===== config.mk =====
export PLATFORM = sky130hd
export DESIGN_NAME = crypto_reg_file
export DESIGN_NICKNAME = d
export VERILOG_FILES = /design/src/rtl/crypto_reg_file.sv
export SDC_FILE = /design/constraint.sdc
export NUM_CORES = 1
export LEC_CHECK = 0
export BUFFER_PORTS_ARGS = -buffer_cell sky130_fd_sc_hd__buf_2
export CAP_MARGIN = 25
export CORE_ASPECT_RATIO = 0.6
export CORE_MARGIN = 2
export CORE_UTILIZATION = 55
export DETAILED_ROUTE_END_ITERATION = 10
export HOLD_SLACK_MARGIN = 0.05
export PLACE_DENSITY = 0.86
export SETUP_SLACK_MARGIN = 0.5
export SKIP_LAST_GASP = 1
export SLEW_MARGIN = 20
export SYNTH_ARGS = -nofsm -noshare
export SYNTH_HDL_FRONTEND = slang
export SYNTH_SLANG_ARGS = --single-unit

===== constraint.sdc =====
create_clock -name clk -period 4.4 [get_ports clk]
set_input_delay 0 -clock clk [delete_from_list [all_inputs] [get_ports clk]]
set_output_delay 0 -clock clk [all_outputs]
set_load 0.02 [all_outputs]

===== src/rtl/crypto_reg_file.sv =====
// Crypto datapath register file: two registered read ports, one write port with
// write-first bypass, sticky per-register write locks and a one-per-cycle zeroize sweep.
module crypto_reg_file #(
  parameter int DATA_W = 16,
  parameter int ADDR_W = 3
) (
  input  logic              clk,
  input  logic              rst,
  input  logic              rd_en_a,
  input  logic [ADDR_W-1:0] rd_addr_a,
  output logic [DATA_W-1:0] rd_data_a,
  input  logic              rd_en_b,
  input  logic [ADDR_W-1:0] rd_addr_b,
  output logic [DATA_W-1:0] rd_data_b,
  input  logic              wr_en,
  input  logic [ADDR_W-1:0] wr_addr,
  input  logic [DATA_W-1:0] wr_data,
  input  logic              lock_en,
  input  logic [ADDR_W-1:0] lock_addr,
  input  logic              zeroize_req,
  output logic              busy,
  output logic              wr_err
);
  localparam int DEPTH = 2**ADDR_W;
  localparam logic [0:0] IDLE  = 1'b0;
  localparam logic [0:0] CLEAR = 1'b1;

  logic [0:0]        state;
  logic [ADDR_W-1:0] cnt;
  logic [DATA_W-1:0] regs [DEPTH];
  logic [DEPTH-1:0]  lock;
  logic              wr_ok;

  assign busy  = (state == CLEAR);
  assign wr_ok = wr_en && (state == IDLE) && !lock[wr_addr];

  // Value a read port loads this edge: zero while sweeping, else bypassed or stored data.
  function automatic logic [DATA_W-1:0] rd_val(input logic [ADDR_W-1:0] a);
    if (state == CLEAR)           return '0;
    else if (wr_ok && wr_addr == a) return wr_data;
    else                          return regs[a];
  endfunction

  always_ff @(posedge clk or posedge rst) begin
    if (rst) begin
      state <= IDLE;
      cnt   <= '0;
    end else begin
      case (state)
        IDLE:  if (zeroize_req) state <= CLEAR;
        CLEAR: begin
          cnt <= cnt + ADDR_W'(1);
          if (cnt == ADDR_W'(DEPTH-1)) state <= IDLE;
        end
        default: state <= IDLE;
      endcase
    end
  end

  always_ff @(posedge clk or posedge rst) begin
    if (rst) begin
      for (int i = 0; i < DEPTH; i++) regs[i] <= '0;
    end else if (state == CLEAR) begin
      regs[cnt] <= '0;
    end else if (wr_ok) begin
      regs[wr_addr] <= wr_data;
    end
  end

  // A lock set alongside a write to the same register checks the old bit, so the write lands.
  always_ff @(posedge clk or posedge rst) begin
    if (rst)                  lock <= '0;
    else if (state == CLEAR)  lock[cnt] <= 1'b0;
    else if (lock_en)         lock[lock_addr] <= 1'b1;
  end

  always_ff @(posedge clk or posedge rst) begin
    if (rst) begin
      rd_data_a <= '0;
      rd_data_b <= '0;
      wr_err    <= 1'b0;
    end else begin
      if (rd_en_a) rd_data_a <= rd_val(rd_addr_a);
      if (rd_en_b) rd_data_b <= rd_val(rd_addr_b);
      wr_err <= wr_en && !wr_ok;
    end
  end
endmodule


# ---- Word level (Yosys, flattened, before mapping)
# Index checks and enable logic that the tools add are counted.
# W data, S select, Z words.
dict set report totals {
  register_bits 173
  inputBits 35
  word_cells 80
}
dict set report classes {
  n_addsub 1
  magnitude_cmp 11
  eq_ne 3
  muxes 28
  bitwise_logic 10
  n_reduce_logical 13
}
# operator n
set op_table {}
lappend op_table {{$mux W128} 2}
lappend op_table {{$mux W16} 10}
lappend op_table {{$and A128 B128 Y128} 1}
lappend op_table {{$bwmux W128} 1}
lappend op_table {{$not A128 Y128} 1}
lappend op_table {{$bmux W16 S3} 2}
lappend op_table {{$demux W16 S3} 2}
lappend op_table {{$ge A4 B4 Y1 const B} 4}
lappend op_table {{$mux W8} 2}
lappend op_table {{$not A3 Y4} 4}
lappend op_table {{$lt A3 B4 Y1 const B} 3}
lappend op_table {{$logic_and A1 B1 Y1} 9}
lappend op_table {{$and A8 B8 Y8} 1}
lappend op_table {{$lt A4 B1 Y1 const B} 2}
lappend op_table {{$not A8 Y8} 1}
lappend op_table {{$or A8 B8 Y8} 1}
lappend op_table {{$demux W1 S3} 2}
lappend op_table {{$eq A3 B3 Y1} 2}
lappend op_table {{$ge A3 B1 Y1 const B} 2}
lappend op_table {{$mux W1} 5}
lappend op_table {{$reduce_bool A2 Y1} 2}
lappend op_table {{$add A3 B1 Y3 const B} 1}
lappend op_table {{$bmux W1 S3} 1}
lappend op_table {{$eq A3 B3 Y1 const B} 1}
lappend op_table {{3 further kinds} 4}

# ---- Longest topological paths before layout
# Gate-level depths: netlist of the first run.
dict set report logic_depth {
  ltp_word 8
  mapped_depth 8
  mapped_depth_nobuf 5
}

# ---- Worst setup path after synthesis of the first run
# No wires, ideal clock.
dict set report synth_path {
  kind {reg2reg}
  from {register state (netlist: busy)}
  to {register regs[64] (netlist name)}
  t_arrival_ns 2.232
  required_time_ns 4.321
  setup_slack_ns 2.088
  stages_incl_launch_ff 7
  path_buffers 1
  synth_period_minus_slack_ns 2.312
  cell_sequence {dfrtp_1 > nor2b_1 > o311ai_1 > or3_4 > nor3_2 > buf_4 > mux2i_1}
}
dict set report synth_via {
  elab_chain_len 4
}
# item line
set synth_lines {}
lappend synth_lines {{from (decl)} 28} ;# logic [0:0] state;
lappend synth_lines {{from (signal assigned)} 46} ;# state <= IDLE;
lappend synth_lines {{from (signal assigned)} 50} ;# IDLE: if (zeroize_req) state <= CLEAR;
lappend synth_lines {{from (signal assigned)} 53} ;# if (cnt == ADDR_W'(DEPTH-1)) state <= IDLE;
lappend synth_lines {{$not A1 Y1} 35} ;# assign wr_ok = wr_en && (state == IDLE) && !lock[wr_addr];
lappend synth_lines {{$logic_and A1 B1 Y1 (2 in a row)} 35}
lappend synth_lines {{$reduce_bool A2 Y1 (no line)} --}
lappend synth_lines {{to (signal, indexed assignment)} 66} ;# regs[wr_addr] <= wr_data;
lappend synth_lines {{to (decl)} 30} ;# logic [DATA_W-1:0] regs [DEPTH];
# Parallel ways exist; a longest one is shown, timed or not.
# A chain may end at the register's enable or synchronous reset.

# ---- Final worst setup path of the first run
dict set report layout_path {
  from {register lock[3]}
  to {register regs[104] (netlist name)}
}
dict set report layout_via {
  elab_chain_len 5
}
# item line
set layout_lines {}
lappend layout_lines {{from (decl)} 31} ;# logic [DEPTH-1:0] lock;
lappend layout_lines {{from (signal assigned)} 72} ;# if (rst) lock <= '0;
lappend layout_lines {{from (signal, indexed assignment)} 73} ;# else if (state == CLEAR) lock[cnt] <= 1'b0;
lappend layout_lines {{from (signal, indexed assignment)} 74} ;# else if (lock_en) lock[lock_addr] <= 1'b1;
lappend layout_lines {{$bmux W1 S3} 35}
lappend layout_lines {{$mux W1 (implied by the code)} 35}
lappend layout_lines {{$logic_not A1 Y1} 35}
lappend layout_lines {{$logic_and A1 B1 Y1} 35}
lappend layout_lines {{$reduce_bool A2 Y1 (no line)} --}
# No other way between the ends. The select of a mux whose other input is x is not followed.

==> impl_metrics.yaml, run 1 <==
synthesis:
  synth_xor_xnor_area_share: 0.00661
  synth_nets: 948
  synth_ff_type: "dfrtp_1"
  synthMuxAreaShare: 0.233
  synthSimpleGateAreaFrac: 0.152
  synth_compound_area_frac: 0.0942
  synth_top_family_by_area: "multiplexers"
  synth_area_sq_mm: 0.00927
  synth_adder_area_share: 0.00270
  synth_cell_types: 39
  ys_warn_count: 0
  synth_edf_count: 0
  syn_area_per_cell_sq_um: 10.2
  ys_ff_latch: 173
  yosysSeqAreaShare: 0.467
  async_flop_share: 1.00
  synth_cells: 911
flow_run:
  maxCapViolCount: 0
route:
  drc: 0
  vias_per_cell: 6.32
  drt-total-wl_um: 27000
  drtPass1Iterations: 5
  wl_per_cell_um: 22.6
  via_count: 7570
  drt_iter0_markers: 1005
  antenna_left: 0
sta:
  finalCritPeriodShare: 0.611
  finalSetupViolCount: 0
  tns_ps: 0
  rsz0062_at_grt: "false"
  skew_ps: 12.0
  layout_setup_ws_ps: 1710
  tightest_slew_ps: 1090
  max_slew_margin: 0.272
  finalHoldViolCount: 0
  period_minus_slack_ps: 2690
  max_freq_ghz: 0.372
  slew_violations: 0
setup_path:
  crit_end: "regs[104]"
  cp_slowest_stage_delay_ps: 940
  reg2reg_slack_ps: 1710
  worstPathCellList: "mux2_4, o211a_4, or3_4, or4b_1, mux2i_1"
  cp-startpoint: "lock[3]"
  arrival_ps: 2960
  worstPathRequired_ps: 4680
  crit_path_top_delay_cell: "or4b_1"
  worstPathMaxFanout: 16
  worstSetupPathType: "flip-flop to flip-flop"
  worst_setup_path_start_kind: "flip-flop"
  reg2reg_from: "lock[3]"
  reg2regPathDepth: 5
  end_kind: "flip-flop"
  timing.rr.end: "regs[104]"
placed_design:
  dp_slack_ps: 1730
  place_congestion: 0.890
  dpl.hpwl_um: 16800
  io_buffer_count: 68
hold_path:
  hp-class: "primary input to flip-flop"
cells_and_area:
  fin_nets: 993
  final_common_cell: "nand2_1"
  drive_gt1_frac: 0.203
  n_antenna_cell: 0
  final-seq-area_sq_mm: 0.00433
  layout_common_cells: "243 x nand2_1, 173 x dfrtp_1, 112 x o21ai_0, 68 x buf_2, 67 x mux2i_1"
  areaGrowthSynthToFinish_pct: 14.2
  filler_cell_count: 1187
  multi_input_area_sq_mm: 0.00458
clock_tree:
  clock_latency_ps: 440
  cts.repair.resized: 0
  clk_path_buf_depth: 2
  cts_num_sinks: 173
  cts.clk_slew.worst_paths_ps: 80
  h-tree-depth: 4
  root_buffer: "clkbuf_16"
  cts_tree: "done"
  numCtsBuffers: 17
power_and_ir_drop:
  p_leak_nw: 4.66
  vdd_drop_max_mv: 0.338
  power_density_mw_per_mm2: 557
floorplanning:
  dieArea_sq_mm: 0.0179
  core_region_area_sq_mm: 0.0164
  initial_core_util: 0.567
  io_pins: 69
  chipHeight_um: 105
  rows: 36
  die_w_um: 172
global_route:
  grt_pass1_vias: 7628
  track_usage: 0.318
  antenna_found_initial: 0
  overflow: 0
  grt_pass1_wl_um: 42500
  grt_max_degree: 174
status:
  outcome: "finished, final reports clean"
Yosys cell counts (all sizes together), types with 7 or more instances:
library cell / number / area share
nand2: 243 / 0.098
dfrtp: 173 / 0.47
o21ai: 113 / 0.061
clkbuf: 68 / 0.028
mux2i: 67 / 0.072
mux4: 64 / 0.16
a21oi: 25 / 0.013
nor2b: 23 / 0.016
a31oi: 21 / 0.014
inv: 20 / 0.0081
nor2: 19 / 0.0077
or3: 16 / 0.011
buf: 14 / 0.0082
nand3: 7 / 0.0038
power breakdown:
| part | total [mW] | switching [mW] | leakage [nW] | internal, mW |
|---|---|---|---|---|
| logic | 1.77 | 0.997 | 2.05 | 0.771 |
| registers | 2.60 | 0.476 | 2.33 | 2.12 |
| clock network | 1.53 | 0.713 | 0.278 | 0.819 |
| total | 5.90 | 2.19 | 4.66 | 3.71 |
state kept, by name, indices dropped and copies added, names as in the netlist:
name / flops
rd_data_a: 16
rd_data_b: 16
lock: 8
wr_err: 1
busy: 1
regs: 128
cnt: 3
repair_timing:
action | in CTS | in global routing
buffers inserted | 0 | 0
hold buffers | 24 | 0
endpoints found under the hold margin | 342 | 0
stage by stage:
step                      std cells   util  cell area, sq um  hold slack (ps)  power, mW
after floorplan                 911      -              9270              127       3.66
after global placement         1140  0.596              9740              252       4.16
after detailed placement       1141  0.597              9760              252       4.27
after CTS                      1197  0.647             10600             74.6       5.83
after global routing           1197  0.647             10600              106       6.19
final                          1197  0.647             10600             85.7       5.90
cell type report:
type / instances / share of cell area
flip-flops and latches: 173 / 0.409
repair buffers: 108 / 0.0681
multi-input cells: 636 / 0.433
clock inverters: 14 / 0.0141
well taps: 228 / 0.0269
clock buffers: 18 / 0.0415
inverters: 20 / 0.00745
cell families after synthesis:
family	after synthesis
and+or+nand+nor	328
DFF	173
AOI/OAI and AO/OA	164
muxes	135
buffers and inverters	102
xor gates and xnor gates	7
adders and majority gates	2
worst min-delay path by stage:
stage               to  slack, ps  cells after the start   startpoint
2_1_floorplan     busy        130                      2  zeroize_req
3_3_place_gp      busy        250                      3  zeroize_req
3_5_place_dp      busy        250                      3  zeroize_req
4_1_cts        lock[0]         70                      4      lock_en
5_1_grt        lock[0]        110                      4      lock_en
6_report       lock[0]         90                      4      lock_en
per-layer routing:
layer	up-vias	track usage	part of all wire
met5	-	0	0
met4	0	0.0975	0.021
met3	65	0.156	0.16
met2	524	0.437	0.42
met1	3716	0.444	0.40
li1	3265	-	-
critical path, delay by kind of cell, from the launching register on:
kind	cells	cell delay, ps
AND/OR/NAND/NOR	2	1360
multiplexers	2	510
flip-flops	1	380
AO/OA/AOI/OAI	1	260
Power figures use the tool's default switching activity.
==> run 2, diff against run 1 <==
Settings changed: ABC_AREA set to 1, PLACE_DENSITY 0.86 to 0.83.
Clock period 4.4 ns to 2.7 ns, I/O delays scaled along.
==> run 2 against run 1 <==
Against the previous run: combinational power rose by 69%; non-clock buffer count increased by 4; count of clock-buffer cells in the layout rose by 4; worst hold slack worse by 32 ps; critical endpoint is now regs[85].
==> impl_metrics.yaml, run 2 <==
status:
  outcome: "finished, final reports clean"
synthesis:
  yosysSeqAreaShare: 0.429
  ys_warn_count: 0
  ys_ff_latch: 173
  async_flop_share: 1.00
  syn_area_per_cell_sq_um: 6.78
  synth_most_common_cell: "nand2_1"
  yosys.area.top_type_share: 0.429
  synth_nets: 1524
  synth_area_leaders: "dfrtp_1 43%, nand2_1 25%, nand3_1 11%, a21oi_1 3.6%, o21ai_0 3.4%"
  synth_edf_count: 0
  synth_ff_type: "dfrtp_1"
  synth_common_cells: "673 x nand2_1, 227 x nand3_1, 173 x dfrtp_1"
  synth_cell_types: 31
  synth_area_sq_mm: 0.0101
  synth_cells: 1487
  synth_top_area_cell: "dfrtp_1"
placed_design:
  place_congestion: 0.967
  io_buffer_count: 68
  post_dp_cell_area_sq_mm: 0.0105
  dpl.hpwl_um: 22300
setup_path:
  worstPathCellList: "nor2_1, nand2_1, nor2_4, nand2_1, inv_2, nand2_2, clkinv_2, nand2_1, nand2_1"
  crit_family: "simple AND/OR/NAND/NOR gates"
  worst_setup_path_start_kind: "flip-flop"
  end_kind: "flip-flop"
  worstPathMaxFanout: 17
  worstPathRequired_ps: 3080
  crit_top_cell: "nand2_1"
  cp_slowest_stage_delay_ps: 510
  worstSetupPathType: "flip-flop to flip-flop"
  crit_path_top_delay_cell: "dfrtp_1"
  arrival_ps: 2480
  worst-path-buf-inv: 2
floorplanning:
  chipHeight_um: 109
  core_region_area_sq_mm: 0.0180
  io_pins: 69
  die_w_um: 179
  dieArea_sq_mm: 0.0195
  rows: 38
  initial_core_util: 0.560
cells_and_area:
  final_common_cell: "nand2_1"
  fin_nets: 1547
  areaGrowthSynthToFinish_pct: 11.8
  layout_common_cells: "673 x nand2_1, 227 x nand3_1, 173 x dfrtp_1, 72 x a21oi_1"
  drive_gt1_frac: 0.0980
  top_regs: "regs x128, rd_data_a x16, rd_data_b x16"
  n_antenna_cell: 0
  final_cell_area_sq_mm: 0.0113
  final_core_util: 0.626
  largest_reg_flops: 128
  top_register: "regs"
route:
  antenna_left: 0
  vias_per_cell: 5.96
  drt-total-wl_um: 33200
  via_count: 10484
  drt_iter0_markers: 1857
  wl_per_cell_um: 18.9
  drtPass1Iterations: 6
  drc: 0
sta:
  finalCritPeriodShare: 0.779
  finalSetupViolCount: 0
  tightest_slew_ps: 876
  period_minus_slack_ps: 2100
  max_slew_margin: 0.415
  tns_ps: 0
  skew_ps: 13.8
  slew_violations: 0
  max_freq_ghz: 0.475
  rsz0062_at_grt: "true"
  finalHoldViolCount: 0
global_route:
  track_usage: 0.357
  grt_pass1_vias: 9402
  antenna_found_initial: 0
  overflow: 0
  grt_max_degree: 99
  grt_pass1_wl_um: 52300
clock_tree:
  cts_tree: "done"
  numCtsBuffers: 17
  postCtsSetupBuffers: 0
  root_buffer: "clkbuf_16"
  clock_latency_ps: 450
  cts_num_sinks: 173
  h-tree-depth: 4
  cts.clk_slew.worst_paths_ps: 70
  clk_path_buf_depth: 2
power_and_ir_drop:
  vdd_drop_max_mv: 0.636
  power_mw: 9.46
  power_density_mw_per_mm2: 839
  p_leak_nw: 6.06
flow_run:
  maxCapViolCount: 0
hold_path:
  hp-class: "primary input to asynchronous set/reset pin"
## run 2: cell types whose count changed in the layout (fill, tap and decap cells not counted), moves of 23 or more
cell,delta
a21oi_1,+47
nor2b_1,-23
mux4_2,-64
nand3_1,+220
inv_1,+49
nand4_1,+33
o21ai_0,-44
mux2i_1,-67
nand2_1,+430
## run 2: final timing paths
check | slack (ps) | cells after the start | endpoint | from
min reg2reg | 470 | 2 | rd_data_b[6] | rd_data_b[6]
max reg2reg | 600 | 9 | regs[85] | busy
min | 50 | 3 | regs[13] | rst
max in group asynchronous | 1830 | 4 | rd_data_a[13] | rst
max | 600 | 9 | regs[85] | busy
min in group clk | 80 | 4 | rd_data_a[11] | rd_en_a
## run 2: cell families (layout without fill, tap and decap cells)
| logic type | after synthesis | after routing | synth area share |
|---|---|---|---|
| simple gates | 971 | 971 | 0.413 |
| buf+inv | 193 | 226 | 0.0797 |
| flops | 173 | 173 | 0.429 |
| compound gates | 144 | 144 | 0.0722 |
| xor+xnor | 4 | 4 | 0.00347 |
| fa+ha+maj | 2 | 2 | 0.00248 |
## run 2: power by group
group | internal, mW | total, mW | leakage, nW | switching (mW)
logic | 0.947 | 2.99 | 3.44 | 2.04
clock network | 1.35 | 2.39 | 0.270 | 1.05
registers | 3.40 | 4.08 | 2.35 | 0.681
total | 5.69 | 9.46 | 6.06 | 3.77
## run 2: worst register-to-register path, delay by kind of cell, from the launching register on
kind	cells	cell delay (ps)
AND/OR/NAND/NOR	7	1130
buffers and inverters	2	410
flip-flops	1	510
## run 2: final cells by class
cell class | instances | area, sq um
fill | 1604 | 6750
multi-input combinational | 1121 | 4960
sequential | 173 | 4330
timing repair buffer | 112 | 812
clock buffer | 22 | 484
inverter | 85 | 327
tap | 240 | 300
clock inverter | 7 | 65.1
## run 2: what timing repair did
| action | 4_1_cts | 5_1_grt |
|---|---|---|
| setup endpoints to repair | 0 | 60 |
| hold buffers | 24 | 0 |
| endpoints found under the hold margin | 311 | 0 |
| resized for setup | 0 | 5 |
## run 2: layer usage
layer  share of wire  vias to the layer above  global-route usage
met5               0                        -                   0
met4          0.0090                        0              0.0708
met3            0.18                       44               0.158
met2            0.38                      777               0.460
met1            0.43                     4841               0.543
li1                -                     4822                   -
## run 2: per-stage QoR
step	std cells	setup WS [ps]	hold WS (ps)
after detailed placement	1707	634	-38.0
after global placement	1705	712	-42.4
after CTS	1760	627	50.6
after floorplan	1487	489	121
after global routing	1760	498	70.2
final	1760	596	53.4
